--- src/rtl/frameblock_scheduler.sv ---
// frameblock_scheduler: double-buffered block scheduler between a tile renderer and an LCD controller
module frameblock_scheduler (
  input  logic       clk,
  input  logic       rst_n,
  input  logic       frame_start,
  input  logic       frame_abort,
  output logic       render_start,
  output logic [6:0] render_id,
  output logic       render_buf,
  input  logic       render_done,
  output logic [6:0] frameblock_id,
  output logic       frameblock_buf,
  output logic       frameblock_ready,
  input  logic       frameblock_next,
  output logic       frame_busy,
  output logic       frame_done
);
  localparam logic [1:0] EMPTY = 2'd0, RENDERING = 2'd1, FULL = 2'd2, SENDING = 2'd3;
  logic [1:0] bs [2];
  logic [1:0] bs_n [2];
  logic [7:0] rc, sc, rc_n, sc_n;
  logic rp, sp, rp_n, sp_n;
  logic rendering, sending, live, start, rdone, snext, dispatch, present, done_n, busy_n, ready_n;
  always_comb begin
    rendering = bs[0] == RENDERING || bs[1] == RENDERING;
    sending = bs[0] == SENDING || bs[1] == SENDING;
    live = frame_busy && !frame_abort;
    start = frame_start && !frame_busy && !frame_abort;
    rdone = live && render_done && rendering;
    snext = live && frameblock_next && sending;
    rc_n = start ? 8'd0 : rc + {7'd0, rdone};
    sc_n = start ? 8'd0 : sc + {7'd0, snext};
    rp_n = !start && (rp ^ rdone);
    sp_n = !start && (sp ^ snext);
    dispatch = start || (live && !rendering && !rc[7] && bs[rp] == EMPTY);
    present = live && !sending && bs[sp] == FULL;
    done_n = snext && sc == 8'd127;
    busy_n = start || (live && !done_n);
    for (int i = 0; i < 2; i++)
      bs_n[i] = (dispatch && rp_n == 1'(i)) ? RENDERING :
                !live ? EMPTY :
                (present && sp == 1'(i)) ? SENDING :
                (rdone && bs[i] == RENDERING) ? FULL :
                (snext && bs[i] == SENDING) ? EMPTY : bs[i];
    ready_n = bs_n[0] == SENDING || bs_n[1] == SENDING;
  end
  always_ff @(posedge clk) begin
    if (!rst_n) begin
      bs <= '{EMPTY, EMPTY};
      rc <= 8'd0;
      sc <= 8'd0;
      rp <= 1'b0;
      sp <= 1'b0;
      render_start <= 1'b0;
      render_id <= 7'd0;
      render_buf <= 1'b0;
      frameblock_id <= 7'd0;
      frameblock_buf <= 1'b0;
      frameblock_ready <= 1'b0;
      frame_busy <= 1'b0;
      frame_done <= 1'b0;
    end else begin
      bs <= bs_n;
      rc <= rc_n;
      sc <= sc_n;
      rp <= rp_n;
      sp <= sp_n;
      render_start <= dispatch;
      render_id <= dispatch ? rc_n[6:0] : render_id;
      render_buf <= dispatch ? rp_n : render_buf;
      frameblock_id <= present ? sc[6:0] : frameblock_id;
      frameblock_buf <= present ? sp : frameblock_buf;
      frameblock_ready <= ready_n;
      frame_busy <= busy_n;
      frame_done <= done_n;
    end
  end
endmodule

--- config.mk ---
export PLATFORM = sky130hd
export DESIGN_NAME = frameblock_scheduler
export DESIGN_NICKNAME = d
export VERILOG_FILES = /design/src/rtl/frameblock_scheduler.sv
export SDC_FILE = /design/constraint.sdc
export NUM_CORES = 1
export LEC_CHECK = 0
export BUFFER_PORTS_ARGS = -buffer_cell sky130_fd_sc_hd__buf_2
export CORE_ASPECT_RATIO = 0.75
export CORE_UTILIZATION = 29
export DETAILED_ROUTE_END_ITERATION = 8
export HOLD_SLACK_MARGIN = 0.06
export PLACE_DENSITY = 0.44
export SKIP_LAST_GASP = 1
export SLEW_MARGIN = 5
export SYNTH_ARGS = -nofsm -noshare
export SYNTH_HDL_FRONTEND = slang
export SYNTH_SLANG_ARGS = --single-unit
--- constraint.sdc ---
create_clock -name clk -period 2.5 [get_ports clk]
set_input_delay 0.25 -clock clk [delete_from_list [all_inputs] [get_ports clk]]
set_output_delay 0.25 -clock clk [all_outputs]
set_load 0.005 [all_outputs]
== After elaboration in Yosys (flattened, before gate mapping) ==
Cells that the tools add are included.

* Bits in registers: 42
* Bits in latches: 0
* Bits in writable memories: 0
* ROM bits: 0
* Bits of input ports: 6
* Output and inout bits: 20
* Logic and storage cells: 89
* Memories kept: 0

* Add/subtract/negate cells: 2
* $mul: 0
* Divide/modulo/power cells: 0
* Order comparisons: 2
* Equal/unequal tests: 8
* Shift operators: 0
* Multiplexer cells: 17
* Bitwise operators: 7
* Reductions and logical operators: 38

{| class="wikitable"
|+ Operator list
! operator !! count
|-
| 2-bit two-way mux || 16
|-
| 1-bit logical AND || 24
|-
| 8-bit by 1-bit adder with 8-bit output || 2
|-
| 2-bit equality test, second input constant || 5
|-
| 8-bit by 7-bit equality test with 1-bit output, second input constant || 1
|-
| 1-bit zero test || 7
|-
| 7-bit two-way mux || 1
|-
| 1-bit logical OR || 5
|-
| 2-bit by 1-bit equality test with 1-bit output, second input constant || 2
|-
| 2-bit >= comparator, second input constant || 2
|-
| 1-bit inverter with 2-bit output || 2
|-
| 1-bit inverter || 3
|-
| 2-bit zero test || 1
|-
| 2-bit OR reduction || 1
|-
| 1-bit bitwise XOR || 2
|}

== Depth between registers and ports, before layout ==
* Word-level depth: 12
* Mapped depth: 8
* Depth with buffers taken out: 7

== Worst setup path after synthesis ==
Ideal clock, no wire load.

* Path type: flip-flop to flip-flop
* Start point: register bs[3] (netlist bit)
* End point: register render_id[4]
* Library setup time: 0.125 ns
* Arrival time: 1.731 ns
* Required time: 2.375 ns
* Path slack: 0.644 ns
* Cell stages (with the launch flop): 9
* Clock period less this slack: 1.856 ns
* Cell sequence: dfxtp_1 > clkbuf_1 > nor2b_1 > o211a_1 > ha_1 > ha_1 > nand3_1 > xor2_1 > a211oi_2

* Cells in the longest elaborated chain, start to end: 7
* Elaborated cells between the ends (all ways): 14
* Classes of those cells: add/sub (1); eq/ne (1); mux (4); reduce/logical (8)

{| class="wikitable"
|+ RTL lines
! element !! RTL line !! RTL
|-
| start, declared || 19 || <nowiki>logic [1:0] bs [2];</nowiki>
|-
| start signal, assigned || 49 || <nowiki>bs <= '{EMPTY, EMPTY};</nowiki>
|-
| start signal, assigned || 63 || <nowiki>bs <= bs_n;</nowiki>
|-
| parallel branches: the longest is 7 deep, another holds 8-bit by 1-bit adder with 8-bit output || - ||
|-
| end signal, assigned || 69 || <nowiki>render_id <= dispatch ? rc_n[6:0] : render_id;</nowiki>
|-
| end, declared || 8 || <nowiki>output logic [6:0] render_id,</nowiki>
|}

Several ways; the timed one is not identified. The select of a mux whose other input is x is not followed.
A chain may end at the register's enable or synchronous reset.

== Worst setup path in the final report ==
* Start point: register bs[2] (netlist bit)
* End point: register render_id[4]

Same word-level chain as after synthesis.

==> summary.md <==
| Metric | Value |
|---|---|
| Leak | `0.8704 nW` |
| R2R cell count | `7` |
| Crit-path cells | `nor2b_1 -> o211a_1 -> ha_1 -> ha_1 -> nand3_1 -> xor2_1 -> a211oi_2` |
| End point of the worst hold path | `render_buf` |
| Crit-path max FO | `7` |
| Die area | `approximately 6400 um^2` |
| Die Wd | `slightly above 90 um` |
| CTS tree | `built` |
| # DRC | `0` |
| Clk_skew | `0.006459 ns` |
| Register bit total from synthesis | `between 40 and 50` |
| CP required | `roughly 2.7 ns` |
| CTS Buf Count | `5` |
| ANT cells | `0` |
| Initial antenna violation count | `0` |
| H-tree levels | `2` |
| Hold Startpoint | `rst_n` |
| Max-slew violations | `0` |
| Vias in the first global route | `1244` |
| Final worst-path cycle share | `slightly above 80%` |
| Final Critical Period | `between 2 and 2.5 ns` |
| Final HPWL DP | `between 2 and 3 mm` |
| Dpl cell area | `about 2000 um^2` |
| CP peak stage delay | `approximately 0.46 ns` |
| Routed met2 length | `1.477 mm` |
| Setup CP Type | `flop to flop` |
| Hold_buf cts | `0` |
| Layout cells sized above 1 | `between 20% and 30%` |
| Pwr dens | `606.6 nW/um^2` |
| Setup violations, final | `0` |
| Syn-to-layout area delta | `19.15%` |
| DRT antenna net count | `0` |
| RSZ-0062 raised after global routing | `false` |
| Gp weighted congestion | `0.7966` |
| Register area share after synthesis | `47.83%` |
| Final Hold Vio Count | `0` |
| Hold Crit Depth | `2` |
| GRT overflow | `0` |
| Num rows | `24` |
| Via Count | `between 1000 and 1500` |
| R2r endpoint | `render_id[4]` |
| Synth Warn # | `0` |
| Routed wire length per instance | `~13 um` |
| Most frequent cell on the critical path | `ha_1` |
| Register area | `840.8 um^2` |
| Setup TNS | `0 ns` |
| Distinct cells, synth | `39` |
| Root Driver | `clkbuf_8` |
| Syn nets | `about 190` |
| Clock sink count | `42` |
| Worst VDD drop | `roughly 160 uV` |
| R2R Path Start | `bs[2]` |
| Vias/cell | `about 4.6` |
| Post-route cell area | `2095 um^2` |
| Power, Total | `between 0.001 and 0.0015 W` |
| Hold Crit Class | `input pin to flop` |
| Met3 Wirelength | `between 100 and 150 um` |
| Fillers | `about 630` |
| Final design utilization | `35.95%` |
| Die Y | `about 70 um` |
| Initial drt markers | `68` |
| Fin Hold WS | `about 0.22 ns` |
| First-pass GRT wire length | `approximately 6.3 mm` |
| Clk_lat worst skew | `~0.3 ns` |
| Buffers added on ports | `25` |
| Critical path's slowest cell | `dfxtp_1` |
| Total I/O pin count | `26` |
| Status | `complete, no violations` |
| Post-Route WL | `3.844 mm` |
| Gate Count Post-Synth | `~180` |
| Clock Path Buffers | `2` |
| Met1 WL | `around 2.1 mm` |
| Top routing layer in use | `met4` |
| Initial Utilization | `a little under a third` |
| CORE AREA | `about 6000 um^2` |
| Crit path capture type | `flop` |
| First-pass DRT Iterations | `4` |
| Clock-pin slew on the worst setup and hold paths | `roughly 0.08 ns` |
| Pin count of the biggest net entering global routing | `20` |
| FMAX | `between 400 and 500 MHz` |
| Worst-margin pin slew | `between 0.5 and 0.6 ns` |
| Post-CTS Setup Inserts | `0` |
| Max-Cap Viols | `0` |
| R2r setup slk | `roughly 0.44 ns` |
| Syn avg cell area | `roughly 10 um^2` |
| CP startpoint kind | `flop` |
| Synthesized cell area | `~1800 um^2` |
| Max_slew headroom | `roughly 65%` |
| NumNets Final | `220` |
| Arrival time worst endpoint | `2.29 ns` |
| Multi-input logic area | `865.8 um^2` |
| Resized cells post-CTS | `0` |
| Aggregate global-route resource usage | `between 10% and 20%` |
==> synth_stat cells (all sizes together) <==
cell     instances  share of area [%]
and3b            1               0.50
xor2             9                4.5
o211a            1               0.57
nor2b            3                1.1
inv              5                1.1
nand4            2               0.71
nand2            2               0.43
buf              3                1.2
and2             6                2.1
a2111oi          1               0.50
a311oi           2                1.0
mux2i           12                6.8
xnor2            5                2.5
or3b             1               0.64
and4             1               0.50
o21ai            4                1.1
a21oi            8                2.3
nor2            33                7.0
a22o             1               0.50
and3             5                1.8
nand3            7                2.0
mux2             1               0.64
clkbuf           3               0.64
nor3b            2               0.85
or2b             1               0.43
dfxtp           42                 48
ha               4                2.8
o21a             1               0.43
and4b            1               0.57
a211oi           3                1.9
a311o            2                1.1
nand2b           2               0.71
nor4             3                1.9
nor3             1               0.93
o22ai            1               0.36
==> worst max-delay path, delay by kind of cell (launching register included) <==
kind,cells,cell delay (ns)
and+or+nand+nor,2,0.47
DFF,1,0.46
adders and majority gates,2,0.44
AOI/OAI and AO/OA,2,0.43
xor gates and xnor gates,1,0.17
==> flip-flops by register name, indices dropped and copies added (netlist names) <==
name              count
bs                    4
frame_busy            1
frame_done            1
frameblock_buf        1
frameblock_id         7
frameblock_ready      1
rc                    8
render_buf            1
render_id             7
render_start          1
rp                    1
sc                    8
sp                    1
==> layout by cell type, fill, tap and decap left out, drive strengths merged, types with 3 or more instances in the layout <==
cell type,n
dfxtp,42
and3,5
xor2,9
and2,6
nand3,7
inv,5
o21ai,4
clkbuf,5
nor2b,3
nor4,3
a211oi,3
ha,4
mux2i,12
buf,30
nor2,33
xnor2,5
a21oi,8
==> routing by layer <==
metal | GRT usage, % | up-vias
met4 | 6.771 | 0
met1 | 18.98 | 603
li1 | - | 686
met2 | 17.08 | 23
met3 | 3.618 | 8
met5 | 0 | -
==> worst max-delay path by stage <==
stage,startpoint,end,slack (ns),cells past startpoint
after floorplan,bs[3],render_id[4],0.64,8
after global placement,bs[0],render_id[4],0.54,7
after detailed placement,bs[0],render_id[4],0.49,7
after CTS,bs[0],render_id[4],0.47,7
after global routing,bs[0],render_id[4],0.30,7
final,bs[2],render_id[4],0.44,7
==> area by class of cell <==
cell class / count / area share [%]
inverters: 5 / 0.8961
multi-input cells: 126 / 41.34
repair buffers: 30 / 7.766
well taps: 78 / 4.659
clock inverters: 3 / 1.912
clock buffers: 5 / 3.286
flip-flops and latches: 42 / 40.14
==> where the power goes <==
part	leakage (nW)	internal (W)	switching, W
Combinational	0.474	0.0000200	0.0000336
Sequential	0.339	0.000673	0.00000428
Clock	0.0579	0.000294	0.000245
Total	0.870	0.000987	0.000283
==> metrics by stage <==
| step | worst slack (ns) | cells |
|---|---|---|
| after floorplan | 0.6438 | 179 |
| after global placement | 0.5361 | 281 |
| after detailed placement | 0.4938 | 281 |
| after CTS | 0.4706 | 289 |
| after global routing | 0.3039 | 289 |
| final | 0.4428 | 289 |
==> kinds of logic after synthesis <==
kind of cell | count (synthesis) | synth area share [%]
muxes | 13 | 7.474
AOI/OAI and AO/OA | 24 | 9.752
and+or+nand+nor | 71 | 22.21
xor gates and xnor gates | 14 | 6.975
adders and majority gates | 4 | 2.847
DFF | 42 | 47.83
buffers and inverters | 11 | 2.918
Note: power is estimated with default switching activity, not from simulation.
